===== src/rtl/mssb_pkg.sv =====
// mssb_pkg: shared register map, result codes, FSM states and length limits for the MSSB self-test
package mssb_pkg;
  localparam logic [3:0] ADDR_MSSB_CONFIG      = 4'd0;
  localparam logic [3:0] ADDR_MSSB_STATUS      = 4'd1;
  localparam logic [3:0] ADDR_MSSB_RECV_BYTES  = 4'd2;
  localparam logic [3:0] ADDR_MSSB_ERROR_BYTES = 4'd3;
  localparam logic [1:0] RES_PASS     = 2'b00;
  localparam logic [1:0] RES_DATA_ERR = 2'b01;
  localparam logic [1:0] RES_TIMEOUT  = 2'b10;
  localparam logic [1:0] RES_CFG_ERR  = 2'b11;
  localparam logic [19:0] MAX_TRANSMIT_BYTES = 20'hF4240;
  localparam logic [19:0] MIN_TRANSMIT_BYTES = 20'd1;
  typedef enum logic [3:0] {
    IDLE, WR_CFG, WAIT, RD_ST, CAP_ST, RD_RX, CAP_RX, RD_ERR, CAP_ERR, REPORT
  } state_t;
endpackage


===== src/rtl/mssb_opb_master_port.sv =====
// mssb_opb_master_port: turns a one-cycle read/write request into OPB strobes and flags returned read data
module mssb_opb_master_port
  import mssb_pkg::*;
(
  input  logic        clk,
  input  logic        rst_n,
  input  logic        rd,
  input  logic        wr,
  input  logic [3:0]  addr,
  input  logic [31:0] wdata,
  output logic [31:0] opb_addr,
  output logic [31:0] opb_do,
  output logic        we,
  output logic        re,
  input  logic [31:0] opb_di,
  output logic [31:0] rdata,
  output logic        rdata_valid
);
  logic rdata_valid_q, rdata_valid_d;
  // strobes are exclusive and the bus parks at address 0 with zero data between requests
  always_comb begin
    re = rd;
    we = wr & ~rd;
    opb_addr = {28'b0, (rd | wr) ? addr : ADDR_MSSB_CONFIG};
    opb_do = we ? wdata : '0;
    rdata = opb_di;
    rdata_valid = rdata_valid_q;
    rdata_valid_d = rd;
  end
  // target data is registered, so it is valid the cycle after the read strobe
  always_ff @(posedge clk) begin
    if (!rst_n) rdata_valid_q <= 1'b0;
    else rdata_valid_q <= rdata_valid_d;
  end
endmodule


===== src/rtl/mssb_test_seq.sv =====
// mssb_test_seq: autonomous OPB initiator that runs one MSSB link self-test and reports the outcome
module mssb_test_seq #(
  parameter int unsigned POLL_INTERVAL      = 100000,
  parameter int unsigned TIMEOUT_POLLS      = 20000,
  parameter logic [19:0] MAX_TRANSMIT_BYTES = mssb_pkg::MAX_TRANSMIT_BYTES
) (
  input  logic        OPB_CLK,
  input  logic        OPB_RST_N,
  input  logic        START,
  input  logic        ABORT,
  input  logic [19:0] TRANS_BYTES,
  output logic [31:0] OPB_ADDR,
  output logic [31:0] OPB_DO,
  input  logic [31:0] OPB_DI,
  output logic        MSSB_IF_WE,
  output logic        MSSB_IF_RE,
  output logic        BUSY,
  output logic        DONE,
  output logic        PASS,
  output logic [1:0]  RESULT,
  output logic [19:0] RECV_BYTES,
  output logic [19:0] ERROR_BYTES
);
  import mssb_pkg::*;
  localparam int IW = POLL_INTERVAL > 1 ? $clog2(POLL_INTERVAL) : 1;
  localparam int PW = $clog2(TIMEOUT_POLLS + 1);
  state_t state_q, state_d;
  logic [19:0] len_q, len_d, rx_q, rx_d, err_q, err_d;
  logic [IW-1:0] ivl_q, ivl_d;
  logic [PW-1:0] poll_q, poll_d;
  logic [1:0] st_q, st_d, result_q, result_d;
  logic to_q, to_d, pass_q, pass_d;
  logic rd, wr, rd_valid;
  logic [3:0] addr;
  logic [31:0] rdata;
  mssb_opb_master_port u_port (
    .clk(OPB_CLK), .rst_n(OPB_RST_N), .rd(rd), .wr(wr), .addr(addr),
    .wdata({1'b1, 11'b0, len_q}), .opb_addr(OPB_ADDR), .opb_do(OPB_DO),
    .we(MSSB_IF_WE), .re(MSSB_IF_RE), .opb_di(OPB_DI), .rdata(rdata),
    .rdata_valid(rd_valid)
  );
  assign PASS = pass_q;
  assign RESULT = result_q;
  assign RECV_BYTES = rx_q;
  assign ERROR_BYTES = err_q;
  // state and datapath registers; reset abandons any run in flight
  always_ff @(posedge OPB_CLK) begin
    if (!OPB_RST_N) begin
      state_q <= IDLE;
      len_q <= '0;
      rx_q <= '0;
      err_q <= '0;
      ivl_q <= '0;
      poll_q <= '0;
      st_q <= '0;
      result_q <= '0;
      to_q <= 1'b0;
      pass_q <= 1'b0;
    end else begin
      state_q <= state_d;
      len_q <= len_d;
      rx_q <= rx_d;
      err_q <= err_d;
      ivl_q <= ivl_d;
      poll_q <= poll_d;
      st_q <= st_d;
      result_q <= result_d;
      to_q <= to_d;
      pass_q <= pass_d;
    end
  end
  // next state: abort wins, a completed run needs both the done bit and enough received bytes
  always_comb begin
    state_d = state_q;
    len_d = len_q;
    rx_d = rx_q;
    err_d = err_q;
    ivl_d = ivl_q;
    poll_d = poll_q;
    st_d = st_q;
    result_d = result_q;
    to_d = to_q;
    pass_d = pass_q;
    if (ABORT) state_d = IDLE;
    else case (state_q)
      IDLE: if (START) begin
        len_d = TRANS_BYTES > MAX_TRANSMIT_BYTES ? MAX_TRANSMIT_BYTES : TRANS_BYTES;
        rx_d = '0;
        err_d = '0;
        ivl_d = '0;
        poll_d = '0;
        st_d = '0;
        to_d = 1'b0;
        if (TRANS_BYTES < MIN_TRANSMIT_BYTES) begin
          result_d = RES_CFG_ERR;
          pass_d = 1'b0;
          state_d = REPORT;
        end else state_d = WR_CFG;
      end
      WR_CFG: state_d = WAIT;
      WAIT: begin
        ivl_d = ivl_q + IW'(1);
        if (ivl_q == IW'(POLL_INTERVAL - 1)) begin
          ivl_d = '0;
          state_d = RD_ST;
        end
      end
      RD_ST: state_d = CAP_ST;
      CAP_ST: if (rd_valid) begin
        st_d = rdata[1:0];
        state_d = RD_RX;
      end
      RD_RX: state_d = CAP_RX;
      CAP_RX: if (rd_valid) begin
        rx_d = rdata[19:0];
        poll_d = poll_q + PW'(1);
        if (st_q[0] && rdata >= {12'b0, len_q}) state_d = RD_ERR;
        else if (poll_d == PW'(TIMEOUT_POLLS)) begin
          to_d = 1'b1;
          state_d = RD_ERR;
        end else state_d = WAIT;
      end
      RD_ERR: state_d = CAP_ERR;
      CAP_ERR: if (rd_valid) begin
        err_d = rdata[19:0];
        result_d = to_q ? RES_TIMEOUT : (st_q[1] || rdata != '0) ? RES_DATA_ERR : RES_PASS;
        pass_d = !to_q && !st_q[1] && rdata == '0;
        state_d = REPORT;
      end
      REPORT: state_d = IDLE;
      default: state_d = IDLE;
    endcase
  end
  // bus requests and handshake outputs decoded from the current state
  always_comb begin
    wr = state_q == WR_CFG;
    rd = state_q inside {RD_ST, RD_RX, RD_ERR};
    addr = state_q == RD_ST ? ADDR_MSSB_STATUS :
           state_q == RD_RX ? ADDR_MSSB_RECV_BYTES :
           state_q == RD_ERR ? ADDR_MSSB_ERROR_BYTES : ADDR_MSSB_CONFIG;
    BUSY = state_q != IDLE && state_q != REPORT;
    DONE = state_q == REPORT;
  end
endmodule


===== config.mk =====
export PLATFORM = sky130hd
export DESIGN_NAME = mssb_test_seq
export DESIGN_NICKNAME = d
export VERILOG_FILES = /design/src/rtl/mssb_pkg.sv /design/src/rtl/mssb_opb_master_port.sv /design/src/rtl/mssb_test_seq.sv
export SDC_FILE = /design/constraint.sdc
export NUM_CORES = 1
export LEC_CHECK = 0
export BUFFER_PORTS_ARGS = -buffer_cell sky130_fd_sc_hd__buf_2
export CORE_AREA = 2 2 144 146
export DETAILED_ROUTE_END_ITERATION = 16
export DIE_AREA = 0 0 146 148
export GPL_ROUTABILITY_DRIVEN = 0
export PLACE_DENSITY = 0.61
export SLEW_MARGIN = 15
export SYNTH_ARGS = -nofsm -noshare
export SYNTH_HDL_FRONTEND = slang
export SYNTH_SLANG_ARGS = --single-unit

===== constraint.sdc =====
create_clock -name OPB_CLK -period 2.8 [get_ports OPB_CLK]
set_input_delay 0.84 -clock OPB_CLK [delete_from_list [all_inputs] [get_ports OPB_CLK]]
set_output_delay 0.84 -clock OPB_CLK [all_outputs]
set_load 0.05 [all_outputs]

==> results of run 1 <==
[state kept, by name, indices dropped and copies added (netlist names)]
register	cells
st_q	2
poll_q	15
state_q	4
PASS	1
ivl_q	17
len_q	20
u_port.rdata_valid	1
ERROR_BYTES	20
RECV_BYTES	20
RESULT	2
to_q	1
[power groups by stage]
stage,sequential (µW),combinational (µW),clock [µW]
floorplan,1530,360,0
detailed placement,1530,449,0
CTS,1500,450,1370
global placement,1530,447,0
finish,1500,452,1350
global route,1500,490,1420
[through the flow]
step | setup TNS (ns) | hold WS [ns] | setup WS [ns] | cells
global placement | 0 | 0.446 | 0.0755 | 1132
CTS | 0 | 0.465 | 0.143 | 1148
finish | 0 | 0.460 | 0.141 | 1148
detailed placement | 0 | 0.454 | 0.0208 | 1132
floorplan | -0.301 | 0.439 | -0.301 | 802
global route | 0 | 0.483 | 0.0168 | 1148
[area by class of cell]
cell class	count	area, µm²	share of cell area [%]
Timing Repair Buffer	148	798	11.3
Clock inverter	5	65.1	0.920
Multi-Input combinational cell	586	3460	49.0
Sequential cell	103	2060	29.2
Inverter	25	93.8	1.33
Tap cell	270	338	4.78
Clock buffer	11	253	3.57
[cell usage after synthesis, drive strengths merged (2+ instances only)]
master / instances
clkbuf: 37
buf: 51
a22oi: 6
a21boi: 32
nor3: 24
a31oi: 6
dfxtp: 103
and4: 4
mux2i: 4
nor2: 43
or2: 6
o31ai: 2
nor4: 12
and3: 7
nand3b: 3
a21oi: 18
a31o: 2
xnor2: 10
or4: 4
nand2: 105
ha: 23
nand2b: 4
nor3b: 3
inv: 25
nand4: 15
or3: 5
xor2: 10
nor4b: 3
and2: 52
or4b: 3
nor2b: 18
o21ai: 57
a22o: 10
nand3: 39
[logic make-up (layout without fill, tap and decap cells)]
| logic type | after synthesis | count (layout) |
|---|---|---|
| flops | 103 | 103 |
| compound gates | 144 | 144 |
| fa+ha+maj | 23 | 23 |
| other cells | 1 | 41 |
| buf+inv | 113 | 189 |
| xor+xnor | 20 | 20 |
| mux | 4 | 4 |
| simple gates | 354 | 354 |
[worst max-delay path: cells and delay by family, from the launching register on]
| family | cells | cell delay [ns] |
|---|---|---|
| buf+inv | 2 | 0.48 |
| flops | 1 | 0.31 |
| simple gates | 3 | 0.66 |
[per-layer routing]
layer	vias to the layer above	GRT usage [%]	wire [µm]
li1	2763	-	-
met1	2539	21.6	8080
met2	167	23.7	7380
met3	13	3.70	1020
met4	0	3.64	176
met5	-	0	0
[worst max path at each step]
stage                               from        end  slack, ns
final                         state_q[3]  OPB_DO[0]       0.14
after global routing          state_q[3]  OPB_DO[8]       0.02
after CTS                     state_q[3]  OPB_DO[0]       0.14
after detailed placement  TRANS_BYTES[2]   len_q[1]       0.02
after global placement    TRANS_BYTES[2]   len_q[3]       0.08
after floorplan               state_q[3]       BUSY      -0.30
==> results.cfg, run 1 <==
[cells_and_area]
diodes = 0
nNetsFinal = 952
drive_above_1_share_pct = 21.0
fin_area_um2 = 7070
fill_cells = 2172
area_growth_pct = 18.6
final_util_pct = 35.3
final_cell_mix = buf_2, nand2_1, dfxtp_1
final_common_cell = buf_2

[setup_path]
crit_slowest_cell = dfxtp_1
max_stage_delay_ns = 0.31
worstSetupPathType = flip-flop to output port
r2r-start = state_q[3]
r2r_slack_ns = 0.48
cp_max_fo = 22
cp.required_ns = 1.96
path_cells = nor2_1 -> and3_1 -> buf_4 -> and2_1 -> buf_2
crit_arrival_ns = 1.82
cp-end-kind = output port
reg2reg_to = poll_q[6]
critPathLaunchType = flip-flop
rr_worst_depth = 7

[timing]
rsz0062_at_grt = false
finalClockSkew_ns = 0.0135
finalSetupViolCount = 0
final.min_clock_period_ns = 2.66
min_period_over_period_pct = 95.0
max_slew_margin_pct = 54.8
max_freq_mhz = 376
final-max-slew-violation-count = 0
hold_viol_final = 0
worst_slew_pin_slew_ns = 0.669

[grt]
grt_start_max_net_pins = 41
grtUsageTotal_pct = 15.3
gr-total-overflow = 0
grt_pass1_vias = 5027
antenna_found_initial = 0
grt_pass1_wl_um = 26700

[die]
start_util_pct = 29.8
die_area_um2 = 21600
coreArea_um2 = 20000
die_y_um = 148
io_pins = 167
die_width_um = 146
num_rows = 52

[placement]
io_buffers = 125
hpwlAfterDp_um = 12700
place_area_um2 = 6750

[power_and_ir_drop]
p_comb_share_pct = 13.7
netSwitchingPower_uw = 944
p_seq_share_pct = 45.5
p_clk_share_pct = 40.8
swShare_pct = 28.7
total_power_uw = 3300
power_density_nw_per_um2 = 466
internal_power_uw = 2350
cellLeakagePower_uw = 0.00287
worst_ir_drop_vdd_mv = 0.284

[hold_path]
holdPathStages = 2
hold_end = RECV_BYTES[15]
hold_path.class = flip-flop to flip-flop
hold_path_startpoint = RECV_BYTES[15]

[cts]
cts_max_path_buffers = 2
ctsResizeCount = 0
h-tree-depth = 3
clk_pin_slew_ns = 0.07
cts_tree = yes
cts-root-buf = clkbuf_16
cts_setup_buffers = 0
cts_hold_buffers = 0
cts_buffers = 9
insertion_delay_ns = 0.36
cts_num_sinks = 103

[routing]
wl_per_cell_um = 14.5
firstDrtPassIters = 5
vias = 5482
drc = 0
routed_wl_um = 16700
drtIter0Drc = 330
ant_nets = 0
via_per_inst = 4.78

[logic_synthesis]
synth_top_family_by_area = simple AND/OR/NAND/NOR gates
yosys-mux-area-fraction_pct = 0.671
synth_xor_area_share_pct = 2.94
synth_cells = 762
synth_top_area_share_pct = 34.6
synth.area.top_cells = dfxtp_1, nand2_1, and2_1
ys_types = 62
yosysWarnings = 0
yosys.area_share.simple_pct = 31.5
yosysSeqAreaShare_pct = 34.6
synth-seq-cells = 103
synthAdderAreaFrac_pct = 4.83
async_flop_share_pct = 0
synth_top_area_cell = dfxtp_1
synth_area_um2 = 5960
synth_compound_area_share_pct = 15.4
avgSynthCellArea_um2 = 7.83
synth_edf_count = 0
ys.flop_type = dfxtp_1

[flow_run]
cap_viol_max_count = 0

[status]
outcome = finished clean
No activity file was read; power rests on OpenSTA's default activity.
==> inputs of run 2 (changes only) <==
- CELL_PAD_IN_SITES_DETAIL_PLACEMENT: default -> 2
- CELL_PAD_IN_SITES_GLOBAL_PLACEMENT: default -> 2
- PLACE_DENSITY: 0.61 -> 0.91
==> results.cfg, run 2 (same netlist as run 1, synthesis figures left out) <==
[power_and_ir_drop]
cellLeakagePower_uw = 0.00289
total_power_uw = 3480
internal_power_uw = 2480
p_seq_share_pct = 43.3
p_comb_share_pct = 14.2
swShare_pct = 28.7
worst_ir_drop_vdd_mv = 0.341
power_density_nw_per_um2 = 488
p_clk_share_pct = 42.5
netSwitchingPower_uw = 997

[setup_path]
worstSetupPathType = flip-flop to output port
cp_max_fo = 22
crit_arrival_ns = 1.89
cp.required_ns = 1.96
critPathLaunchType = flip-flop
cp-end-kind = output port

[grt]
antenna_found_initial = 0
gr-total-overflow = 0
grt_start_max_net_pins = 41
grt_pass1_vias = 6600
grtUsageTotal_pct = 23.1
grt_pass1_wl_um = 39000

[timing]
finalSetupViolCount = 0
fin_ws_ns = 0.0720
rsz0062_at_grt = false
final-max-slew-violation-count = 0
final.min_clock_period_ns = 2.73
min_period_over_period_pct = 97.4
fin_hold_ws_ns = 0.474
worst_slew_pin_slew_ns = 0.872
max_freq_mhz = 367
finalClockSkew_ns = 0.00853
hold_viol_final = 0
final.setup.tns_ns = 0
max_slew_margin_pct = 41.0

[hold_path]
hold_path.class = flip-flop to flip-flop

[cts]
cts_tree = yes
cts_max_path_buffers = 2
h-tree-depth = 3
cts-root-buf = clkbuf_16
insertion_delay_ns = 0.36
cts_hold_buffers = 0
cts_num_sinks = 103
cts_buffers = 9
clk_pin_slew_ns = 0.08

[die]
die_width_um = 146
die_y_um = 148
die_area_um2 = 21600
start_util_pct = 29.8
num_rows = 52
io_pins = 167
coreArea_um2 = 20000

[flow_run]
cap_viol_max_count = 0

[cells_and_area]
diodes = 0
fin_cells = 1151
drive_above_1_share_pct = 21.5
area_growth_pct = 19.5
final_cell_mix = buf_2, nand2_1, dfxtp_1
final_common_cell = buf_2
nNetsFinal = 956

[routing]
routed_wl_um = 25100
firstDrtPassIters = 4
drc = 0
via_per_inst = 5.22
ant_nets = 0
wl_per_cell_um = 21.8
vias = 6007
drtIter0Drc = 341

[placement]
io_buffers = 125
dp_cells = 1136
dp_slack_ns = -0.0735
hpwlAfterDp_um = 18500

[status]
outcome = finished clean
## run 2: changes by cell type in the layout (fill, tap and decap cells not counted), moves of 2 or more
cell / delta
buf_4: +4
clkinv_4: -3
bufinv_16: +2
clkbuf_8: -2
dfxtp_1: -2
dfxtp_2: +2
## run 2: final timing paths
kind / startpoint / endpoint / slack, ns / depth (start not counted)
max: state_q[2] / OPB_DO[15] / 0.07 / 5
min: RECV_BYTES[4] / RECV_BYTES[4] / 0.47 / 2
max reg2reg: poll_q[3] / to_q / 0.27 / 6
min reg2reg: RECV_BYTES[4] / RECV_BYTES[4] / 0.47 / 2
## run 2: power by group through the flow
stage / sequential, µW / clock (µW) / combinational (µW)
after floorplan: 1530 / 0 / 360
after global placement: 1540 / 0 / 452
after detailed placement: 1540 / 0 / 481
after CTS: 1510 / 1510 / 488
after global routing: 1510 / 1560 / 527
final: 1510 / 1480 / 495
## run 2: area by class of cell
class                   instances  area [µm²]
multi-input cells             586        3460
fillers                      2412       12900
flip-flops and latches        103        2060
inverters                      25        93.8
clock inverters                 5         106
well taps                     270         338
clock buffers                  10         229
repair buffers                152         828
## run 2: per-layer routing
layer	vias to the layer above	global-route usage (%)	share of wire (%)
met5	-	0	0
met4	0	10.3	3.9
met1	2996	27.1	41
met2	183	40.4	50
met3	62	5.25	4.9
li1	2766	-	-
## run 2: repair_timing
item	CTS	global route
resized for setup	2	1
buffers inserted	0	0
setup endpoints to repair	20	20
## run 2: worst max-delay path, cell delays in order, from the launching register on
cell	delay [ns]
dfxtp_2	0.41
inv_1	0.19
and3_1	0.20
buf_4	0.26
and2_1	0.18
buf_2	0.28
## run 2: stage by stage
stage / area (µm²) / utilization [%]
after floorplan: 6120 / -
after global placement: 6780 / 33.9
after detailed placement: 6780 / 33.9
after CTS: 7120 / 35.5
after global routing: 7120 / 35.6
final: 7120 / 35.6
==> inputs of run 3 (changes only) <==
- CORE_AREA: 2 2 144 146 -> 2 2 158 160
- DIE_AREA: 0 0 146 148 -> 0 0 160 162
- PLACE_DENSITY: 0.91 -> 0.79
- RECOVER_POWER: default -> 100
==> results.cfg, run 3 (same netlist as run 1, synthesis figures left out) <==
[setup_path]
cp-end-kind = output port
path_delay_family = buffers and inverters
crit_arrival_ns = 1.86
r2r-start = state_q[3]
path_cells = inv_1 -> and3_1 -> buf_4 -> and2_1 -> clkbuf_2
rr_worst_depth = 8
max_stage_delay_ns = 0.50
cp_max_fo = 22
r2r_slack_ns = 0.25
reg2reg_to = poll_q[7]
worstSetupPathType = flip-flop to output port
cp.required_ns = 1.96
critical_path_buf_inv_count = 3
crit_slowest_cell = dfxtp_1
critPathLaunchType = flip-flop

[grt]
antenna_found_initial = 1
grtUsageTotal_pct = 17.1
grt_start_max_net_pins = 41
grt_pass1_vias = 6253
grt_pass1_wl_um = 34800
gr-total-overflow = 0

[timing]
final.min_clock_period_ns = 2.70
rsz0062_at_grt = false
finalClockSkew_ns = 0.0147
min_period_over_period_pct = 96.3
max_slew_margin_pct = 52.9
final-max-slew-violation-count = 0
worst_slew_pin_slew_ns = 0.697
max_freq_mhz = 371
hold_viol_final = 0
finalSetupViolCount = 0

[die]
start_util_pct = 24.7
die_y_um = 162
num_rows = 57
io_pins = 167
die_area_um2 = 25900
die_width_um = 160
coreArea_um2 = 24100

[cts]
cts_buffers = 9
cts_num_sinks = 103
cts_hold_buffers = 0
cts_setup_buffers = 0
insertion_delay_ns = 0.36
h-tree-depth = 3
cts_max_path_buffers = 2
ctsResizeCount = 0
cts-root-buf = clkbuf_16
cts_tree = yes
clk_pin_slew_ns = 0.08

[routing]
vias = 5870
via_per_inst = 4.85
ant_nets = 0
top_layer = met5
met1Wirelength_um = 10100
wl_met2_um = 10400
met3_length_um = 1190
wl_per_cell_um = 18.3
drtIter0Drc = 248
firstDrtPassIters = 4
drc = 0
routed_wl_um = 22100

[cells_and_area]
fin_area_um2 = 7080
area_growth_pct = 18.8
nNetsFinal = 961
final_cell_mix = nand2_1, dfxtp_1, o21ai_0
final_common_cell = nand2_1
diodes = 0
drive_above_1_share_pct = 16.1
fin_cells = 1211

[placement]
io_buffers = 125
dp_cells = 1195
place_area_um2 = 6900
hpwlAfterDp_um = 16900

[power_and_ir_drop]
cellLeakagePower_uw = 0.00264
power_density_nw_per_um2 = 458
worst_ir_drop_vdd_mv = 0.244

[flow_run]
cap_viol_max_count = 0

[status]
outcome = finished clean

[hold_path]
holdPathStages = 2
hold_end = RECV_BYTES[16]
hold_path.class = flip-flop to flip-flop
hold_path_startpoint = RECV_BYTES[16]
[run 3: cell types whose count changed in the layout (fill, tap and decap cells not counted), moves of 3 or more]
| cell | delta |
|---|---|
| buf_2 | -69 |
| clkbuf_1 | +46 |
| and2_0 | +26 |
| and2_1 | -26 |
| clkbuf_2 | +26 |
| bufinv_16 | -3 |
[run 3: worst max-delay path by stage]
| stage | from | to | cells after the start |
|---|---|---|---|
| 2_1_floorplan | state_q[3] | BUSY | 6 |
| 3_3_place_gp | OPB_DI[9] | to_q | 8 |
| 3_5_place_dp | TRANS_BYTES[2] | PASS | 7 |
| 4_1_cts | state_q[0] | OPB_DO[6] | 4 |
| 5_1_grt | state_q[2] | OPB_DO[16] | 5 |
| 6_report | state_q[2] | OPB_DO[18] | 5 |
[run 3: per-layer routing]
layer	GRT usage [%]	vias to the layer above
li1	-	2777
met1	22.1	2902
met2	28.5	150
met3	3.52	39
met4	5.57	2
met5	0	-
[run 3: layout make-up]
cell class,count,area (µm²)
fillers,2954,17000
clock inverters,7,61.3
multi-input cells,586,3440
repair buffers,157,797
flip-flops and latches,103,2060
inverters,25,93.8
well taps,324,405
clock buffers,9,225
[run 3: tightest hold or removal path: stages, from the launching register on]
cell and delay (ns):
dfxtp_1 0.31, nand2_1 0.05, a21boi_0 0.07
[run 3: per-stage QoR]
stage,hold WS (ns),setup slack (ns),total power (µW),setup TNS [ns],util [%]
2_1_floorplan,0.439,-0.301,1890,-0.301,-
3_3_place_gp,0.448,0.169,2000,0,28.6
3_5_place_dp,0.457,0.0960,2020,0,28.6
4_1_cts,0.472,0.00177,3290,0,29.8
5_1_grt,0.499,0.0159,3400,0,29.4
6_report,0.471,0.105,3250,0,29.4
[run 3: report_power, final]
part           leakage (µW)  internal [µW]  switching (µW)
Sequential         0.000832           1480            20.4
Clock              0.000140            624             644
Combinational       0.00167            122             356
